File: src/rtl/seq_detect_pkg.sv
// Shared types and defaults for the serial pattern-detection controller.
package seq_detect_pkg;

  localparam int MAX_LEN_DEF     = 8;
  localparam int CNT_W_DEF       = 8;
  localparam int TIMEOUT_CYC_DEF = 1024;

  typedef enum logic [1:0] {
    IDLE = 2'd0,
    RUN  = 2'd1,
    DONE = 2'd2
  } state_e;

  // Width of a length field able to hold the value max_len itself.
  function automatic int len_w(input int max_len);
    return $clog2(max_len) + 1;
  endfunction

endpackage

File: src/rtl/seq_match_core.sv
// Shift register, fill counter and masked pattern compare. The match
// output looks at the shift value that the current bit is about to create,
// so the controller can count a match on the same edge that accepts the bit.
module seq_match_core
  import seq_detect_pkg::*;
#(
  parameter int MAX_LEN = MAX_LEN_DEF,
  parameter int LEN_W   = len_w(MAX_LEN)
) (
  input  logic               clk,
  input  logic               rst,
  input  logic               shift_en,
  input  logic               clr,
  input  logic               fill_clr,
  input  logic               bit_in,
  input  logic [MAX_LEN-1:0] pattern,
  input  logic [LEN_W-1:0]   len,
  output logic               match
);

  logic [MAX_LEN-1:0] shift_q;
  logic [MAX_LEN-1:0] shift_nxt;
  logic [MAX_LEN-1:0] len_mask;
  logic [LEN_W-1:0]   fill_q;
  logic [LEN_W-1:0]   fill_nxt;

  // Next shift/fill values and the compare over the low len bits.
  always_comb begin
    shift_nxt = {shift_q[MAX_LEN-2:0], bit_in};
    fill_nxt  = (fill_q < len) ? fill_q + LEN_W'(1) : fill_q;
    len_mask  = '0;
    for (int i = 0; i < MAX_LEN; i++) begin
      len_mask[i] = (LEN_W'(i) < len);
    end
    match = shift_en && (fill_nxt >= len) &&
            (((shift_nxt ^ pattern) & len_mask) == '0);
  end

  // History register; a non-overlapping match restarts the fill count.
  always_ff @(posedge clk) begin
    if (rst || clr) begin
      shift_q <= '0;
      fill_q  <= '0;
    end else if (shift_en) begin
      shift_q <= shift_nxt;
      fill_q  <= fill_clr ? '0 : fill_nxt;
    end
  end

endmodule

File: src/rtl/seq_detect_ctrl.sv
// Run-time configurable serial pattern-detection controller.
// Handshake: a descriptor transfers on a clock edge where cfg_valid and
// cfg_ready are both high; cfg_ready is high only in IDLE and the master
// holds the descriptor stable until that edge.
// Optional watchdog: define SEQ_DETECT_CTRL_TIMEOUT_EN to end a job that
// sees no match for TIMEOUT_CYC consecutive RUN cycles.
module seq_detect_ctrl
  import seq_detect_pkg::*;
#(
  parameter int MAX_LEN     = MAX_LEN_DEF,
  parameter int CNT_W       = CNT_W_DEF,
  parameter int TIMEOUT_CYC = TIMEOUT_CYC_DEF,
  localparam int LEN_W      = len_w(MAX_LEN)
) (
  input  logic               clk,
  input  logic               rst,
  input  logic               cfg_valid,
  output logic               cfg_ready,
  input  logic [MAX_LEN-1:0] cfg_pattern,
  input  logic [LEN_W-1:0]   cfg_len,
  input  logic               cfg_overlap,
  input  logic [CNT_W-1:0]   cfg_target,
  input  logic               bit_valid,
  input  logic               bit_in,
  input  logic               abort,
  output logic               busy,
  output logic               match_pulse,
  output logic [CNT_W-1:0]   match_cnt,
  output logic               done,
  output logic               timeout,
  output state_e             state_dbg
);

  state_e             state_q;
  state_e             state_d;
  logic [MAX_LEN-1:0] pat_q;
  logic [LEN_W-1:0]   len_q;
  logic [LEN_W-1:0]   len_clamped;
  logic               overlap_q;
  logic [CNT_W-1:0]   target_q;
  logic [CNT_W-1:0]   cnt_q;
  logic [CNT_W-1:0]   cnt_inc;
  logic               pulse_q;
  logic               done_q;
  logic               run;
  logic               accept;
  logic               shift_en;
  logic               hit;
  logic               target_hit;
  logic               tmo_hit;

  // Handshake, bit qualification (abort blocks the bit) and match counting.
  always_comb begin
    run        = (state_q == RUN);
    accept     = cfg_valid && (state_q == IDLE);
    shift_en   = run && bit_valid && !abort;
    cnt_inc    = (cnt_q == '1) ? cnt_q : cnt_q + CNT_W'(1);
    target_hit = hit && (target_q != '0) && (cnt_inc == target_q);
    if (cfg_len == '0) begin
      len_clamped = LEN_W'(1);
    end else if (cfg_len > LEN_W'(MAX_LEN)) begin
      len_clamped = LEN_W'(MAX_LEN);
    end else begin
      len_clamped = cfg_len;
    end
  end

  seq_match_core #(
    .MAX_LEN (MAX_LEN),
    .LEN_W   (LEN_W)
  ) u_core (
    .clk      (clk),
    .rst      (rst),
    .shift_en (shift_en),
    .clr      (accept),
    .fill_clr (hit && !overlap_q),
    .bit_in   (bit_in),
    .pattern  (pat_q),
    .len      (len_q),
    .match    (hit)
  );

`ifdef SEQ_DETECT_CTRL_TIMEOUT_EN
  localparam int TMO_W = $clog2(TIMEOUT_CYC);

  logic [TMO_W-1:0] tmo_cnt_q;
  logic             timeout_q;

  assign tmo_hit = run && !abort && !hit &&
                   (tmo_cnt_q == TMO_W'(TIMEOUT_CYC - 1));
  assign timeout = timeout_q;

  // Idle-cycle watchdog: counts RUN cycles since the last match.
  always_ff @(posedge clk) begin
    if (rst) begin
      tmo_cnt_q <= '0;
      timeout_q <= 1'b0;
    end else begin
      timeout_q <= tmo_hit;
      if (!run || hit) begin
        tmo_cnt_q <= '0;
      end else begin
        tmo_cnt_q <= tmo_cnt_q + TMO_W'(1);
      end
    end
  end
`else
  assign tmo_hit = 1'b0;
  assign timeout = 1'b0;
`endif

  // FSM state register.
  always_ff @(posedge clk) begin
    if (rst) begin
      state_q <= IDLE;
    end else begin
      state_q <= state_d;
    end
  end

  // FSM next state: abort beats target completion, which beats the watchdog.
  always_comb begin
    state_d = state_q;
    case (state_q)
      IDLE: if (accept) state_d = RUN;
      RUN: begin
        if (abort) begin
          state_d = IDLE;
        end else if (target_hit) begin
          state_d = DONE;
        end else if (tmo_hit) begin
          state_d = IDLE;
        end
      end
      DONE:    state_d = IDLE;
      default: state_d = IDLE;
    endcase
  end

  // FSM outputs.
  always_comb begin
    cfg_ready = (state_q == IDLE);
    busy      = (state_q == RUN);
    state_dbg = state_q;
  end

  // Descriptor latch, saturating match counter and the one-cycle pulses.
  always_ff @(posedge clk) begin
    if (rst) begin
      pat_q     <= '0;
      len_q     <= '0;
      overlap_q <= 1'b0;
      target_q  <= '0;
      cnt_q     <= '0;
      pulse_q   <= 1'b0;
      done_q    <= 1'b0;
    end else begin
      pulse_q <= hit;
      done_q  <= target_hit;
      if (accept) begin
        pat_q     <= cfg_pattern;
        len_q     <= len_clamped;
        overlap_q <= cfg_overlap;
        target_q  <= cfg_target;
        cnt_q     <= '0;
      end else if (hit) begin
        cnt_q <= cnt_inc;
      end
    end
  end

  assign match_pulse = pulse_q;
  assign match_cnt   = cnt_q;
  assign done        = done_q;

endmodule
File: config.mk
export PLATFORM = sky130hd
export DESIGN_NAME = seq_detect_ctrl
export DESIGN_NICKNAME = d
export VERILOG_FILES = /design/src/rtl/seq_detect_pkg.sv /design/src/rtl/seq_match_core.sv /design/src/rtl/seq_detect_ctrl.sv
export SDC_FILE = /design/constraint.sdc
export NUM_CORES = 1
export LEC_CHECK = 0
export BUFFER_PORTS_ARGS = -buffer_cell sky130_fd_sc_hd__buf_2
export CORE_UTILIZATION = 35
export DETAILED_ROUTE_END_ITERATION = 12
export PLACE_DENSITY = 0.57
export SYNTH_ARGS = -nofsm -noshare
export SYNTH_HDL_FRONTEND = slang
export SYNTH_SLANG_ARGS = --single-unit
File: constraint.sdc
create_clock -name clk -period 2.9 [get_ports clk]
set_input_delay 0.58 -clock clk [delete_from_list [all_inputs] [get_ports clk]]
set_output_delay 0.58 -clock clk [all_outputs]
set_load 0.005 [all_outputs]
==> run_results.csv <==
group,metric,value,unit
sta,setup_viol,0,
place,hpwlAfterDp,4220,um
power,p_leak,0.00118,uW
cts,root_buffer,"clkbuf_8",
cts,tritoncts,"yes",
place,place.gp.congestion,0.872,
final_layout,final_area,0.00281,sq mm
cts,clk_pin_slew,0.08,ns
die,io_pins,42,
synthesis,synthTopCellsByArea,"dfxtp_1, nand2_1, a21oi_1",
cts,clockBufferDepth,2,
synthesis,async_flop_share,0,%
die,rows,29,
synthesis,synth_nets,336,
job,timing.max_cap.violations,0,
global_routing,grt_use_total,17.7,%
setup_path,endpoint_kind,"register",
detailed_routing,ant_nets,0,
setup_path,crit_path_start_kind,"register",
die,core,0.00639,sq mm
setup_path,worstSetupStartpoint,"len_q[3]$_SDFFE_PP0P_",
sta,maxSlewViolCount,0,
cts,clk_latency,0.30,ns
final_layout,utilization,44.0,%
sta,fin_crit_sh,92.8,%
sta,timing.slew.headroom,51.1,%
global_routing,grt_pass1_wl,10000,um
power,p_per_area,486,mW/mm^2
cts,numCtsBuffers,5,
sta,hold_slack,0.469,ns
synthesis,syn_area,0.00233,sq mm
sta,layout_min_cycle_time,2.69,ns
final_layout,drive_above_1_share,18.8,%
global_routing,grt_pass1_vias,2016,
detailed_routing,drt-vias-per-instance,5.05,
final_layout,stdcell_count,422,
detailed_routing,wl_per_cell,13.5,um
synthesis,yosysSeqAreaShare,37.7,%
sta,hold_viol,0,
setup_path,crit_fanout,5,
final_layout,final_common_cell,"nand2_1",
cts,clock-sinks,44,
synthesis,synth_top_area_share,37.7,%
cts,cts-hold-fix-buffers,0,
synthesis,synth_cell_types,47,
synthesis,ys_ff_latch,44,
worst_hold_path,min_path_type,"reg2reg",
final_layout,most-common-layout-cells,"nand2_1, dfxtp_1, buf_2",
place,dp.cells,415,
final_layout,area_growth_syn_to_layout,20.3,%
global_routing,antenna_found_initial,0,
cts,ctsHtreeMaxLevel,2,
detailed_routing,first_iter_violations,143,
setup_path,reg2reg_depth,11,
detailed_routing,finalWirelength,5680,um
sta,fin_skew,0.00946,ns
run_status,status,"finished clean",
place,place_area,0.00265,sq mm
setup_path,crit_arrival,2.85,ns
synthesis,avgSynthCellArea,7.78,sq um
synthesis,yosys_warnings,0,
synthesis,synth_ff_type,"dfxtp_1",
setup_path,r2r_end,"u_core.fill_q[1]$_SDFFE_PP0P_",
die,die_h,83.7,um
sta,worst_pin_slew,0.731,ns
power,ir_drop,0.210,mV
die,die_area,0.00700,sq mm
die,start_util,36.5,%
sta,setup_tns,0,ns
final_layout,regArea,881,sq um
final_layout,final_net_count,381,
detailed_routing,vias,2132,
synthesis,synthCells,300,
detailed_routing,drc,0,
setup_path,crit_end,"u_core.fill_q[1]$_SDFFE_PP0P_",
synthesis,synth-edff-count,0,
sta,fmax,372,MHz
setup_path,crit_type,"reg2reg",
setup_path,required,3.07,ns
global_routing,grt_max_degree,32,
final_layout,multi_input_area,0.00141,sq mm
final_layout,fillers,658,
setup_path,r2r_setup_slack,0.21,ns
synthesis,synth_top_area_cell,"dfxtp_1",
die,die_w,83.7,um
place,port_buffers,40,
setup_path,r2r-start,"len_q[3]$_SDFFE_PP0P_",
detailed_routing,firstDrtPassIters,4,
final_layout,insertedDiodeCount,0,
global_routing,gr-total-overflow,0,
[state kept, by name (all words and copies together) (netlist names)]
| signal | cells |
|---|---|
| u_core.shift_q | 7 |
| match_cnt | 8 |
| state_dbg | 2 |
| pat_q | 8 |
| len_q | 4 |
| target_q | 8 |
| done | 1 |
| overlap_q | 1 |
| u_core.fill_q | 4 |
| match_pulse | 1 |
[per-stage QoR]
step	total power, uW	setup WS, ns
3_3_place_gp	820	0.137
6_report	1360	0.210
5_1_grt	1420	-0.0117
3_5_place_dp	822	0.0249
2_1_floorplan	760	0.103
4_1_cts	1370	0.00975
[what timing repair did]
action | CTS | global route
buffers inserted | 0 | 0
resized for setup | 0 | 5
endpoints found under the setup margin | 0 | 16
[where the power goes]
group          leakage [uW]  internal (uW)  total, uW  switching, uW
registers          0.000358            622        639           16.5
clock network     0.0000642            339        550            211
logic              0.000754           76.1        174           98.3
total               0.00118           1040       1360            326
[layout make-up]
| class | instances | area share [%] |
|---|---|---|
| clock inverter | 2 | 2.14 |
| clock buffer | 5 | 2.45 |
| timing repair buffer | 49 | 9.54 |
| inverter | 7 | 0.936 |
| multi-input combinational | 238 | 50.1 |
| sequential | 44 | 31.4 |
| tap | 77 | 3.43 |
[worst max-delay path, cell delays in order (launching register included)]
cell     delay [ns]
dfxtp_1        0.33
inv_1          0.07
ha_1           0.33
a21oi_2        0.21
o21ai_4        0.10
o21a_1         0.18
or2_2          0.30
ha_1           0.28
a21o_1         0.15
a21oi_2        0.09
nor3_1         0.36
o21ai_0        0.15
[cell usage after synthesis (2+ instances only)]
cell type and count:
inv_1 7, xor2_1 11, nor2_1 15, nand2_1 73, nand3_1 9, o21ai_0 8, a31oi_1 2, o31a_1 2
o21ai_1 2, nand2b_1 5, nand3b_1 2, and2_1 2, a21oi_1 35, clkbuf_1 9, or3_1 4, dfxtp_1 44
a211oi_1 2, xnor2_1 9, mux2i_1 7, a21o_1 4, ha_1 9, nor3_1 9, nor4_1 5, a311oi_1 2
[cell families (layout without fill, tap and decap cells)]
family                     after synthesis  count (layout)  share of synthesized area (%)
AOI/OAI and AO/OA                       67              67                           17.3
xor gates and xnor gates                20              20                           7.51
adders and majority gates                9               9                           4.83
buffers and inverters                   18              63                           3.06
DFF                                     44              44                           37.7
muxes                                    8               8                           3.49
other                                    1               1                          0.161
and+or+nand+nor                        133             133                           26.0
[worst min-delay path by stage]
stage / startpoint / slack (ns) / depth (start not counted) / end
4_1_cts: u_core.shift_q[6]$_SDFFE_PP0P_ / 0.47 / 2 / u_core.shift_q[6]$_SDFFE_PP0P_
6_report: u_core.shift_q[6]$_SDFFE_PP0P_ / 0.47 / 2 / u_core.shift_q[6]$_SDFFE_PP0P_
2_1_floorplan: overlap_q$_SDFFE_PP0P_ / 0.44 / 2 / overlap_q$_SDFFE_PP0P_
3_5_place_dp: u_core.shift_q[6]$_SDFFE_PP0P_ / 0.46 / 2 / u_core.shift_q[6]$_SDFFE_PP0P_
5_1_grt: pat_q[5]$_SDFFE_PP0P_ / 0.50 / 2 / pat_q[5]$_SDFFE_PP0P_
3_3_place_gp: u_core.shift_q[6]$_SDFFE_PP0P_ / 0.45 / 2 / u_core.shift_q[6]$_SDFFE_PP0P_
[routing by layer]
metal	global-route usage, %	wire, um	part of all wire, %	vias to the layer above
met1	27.5	3180	56	952
met3	3.76	205	3.6	10
li1	-	-	-	1124
met5	0	0	0	-
met4	5.70	95	1.7	0
met2	23.7	2200	39	46
Note: power is estimated with default switching activity, not from simulation.
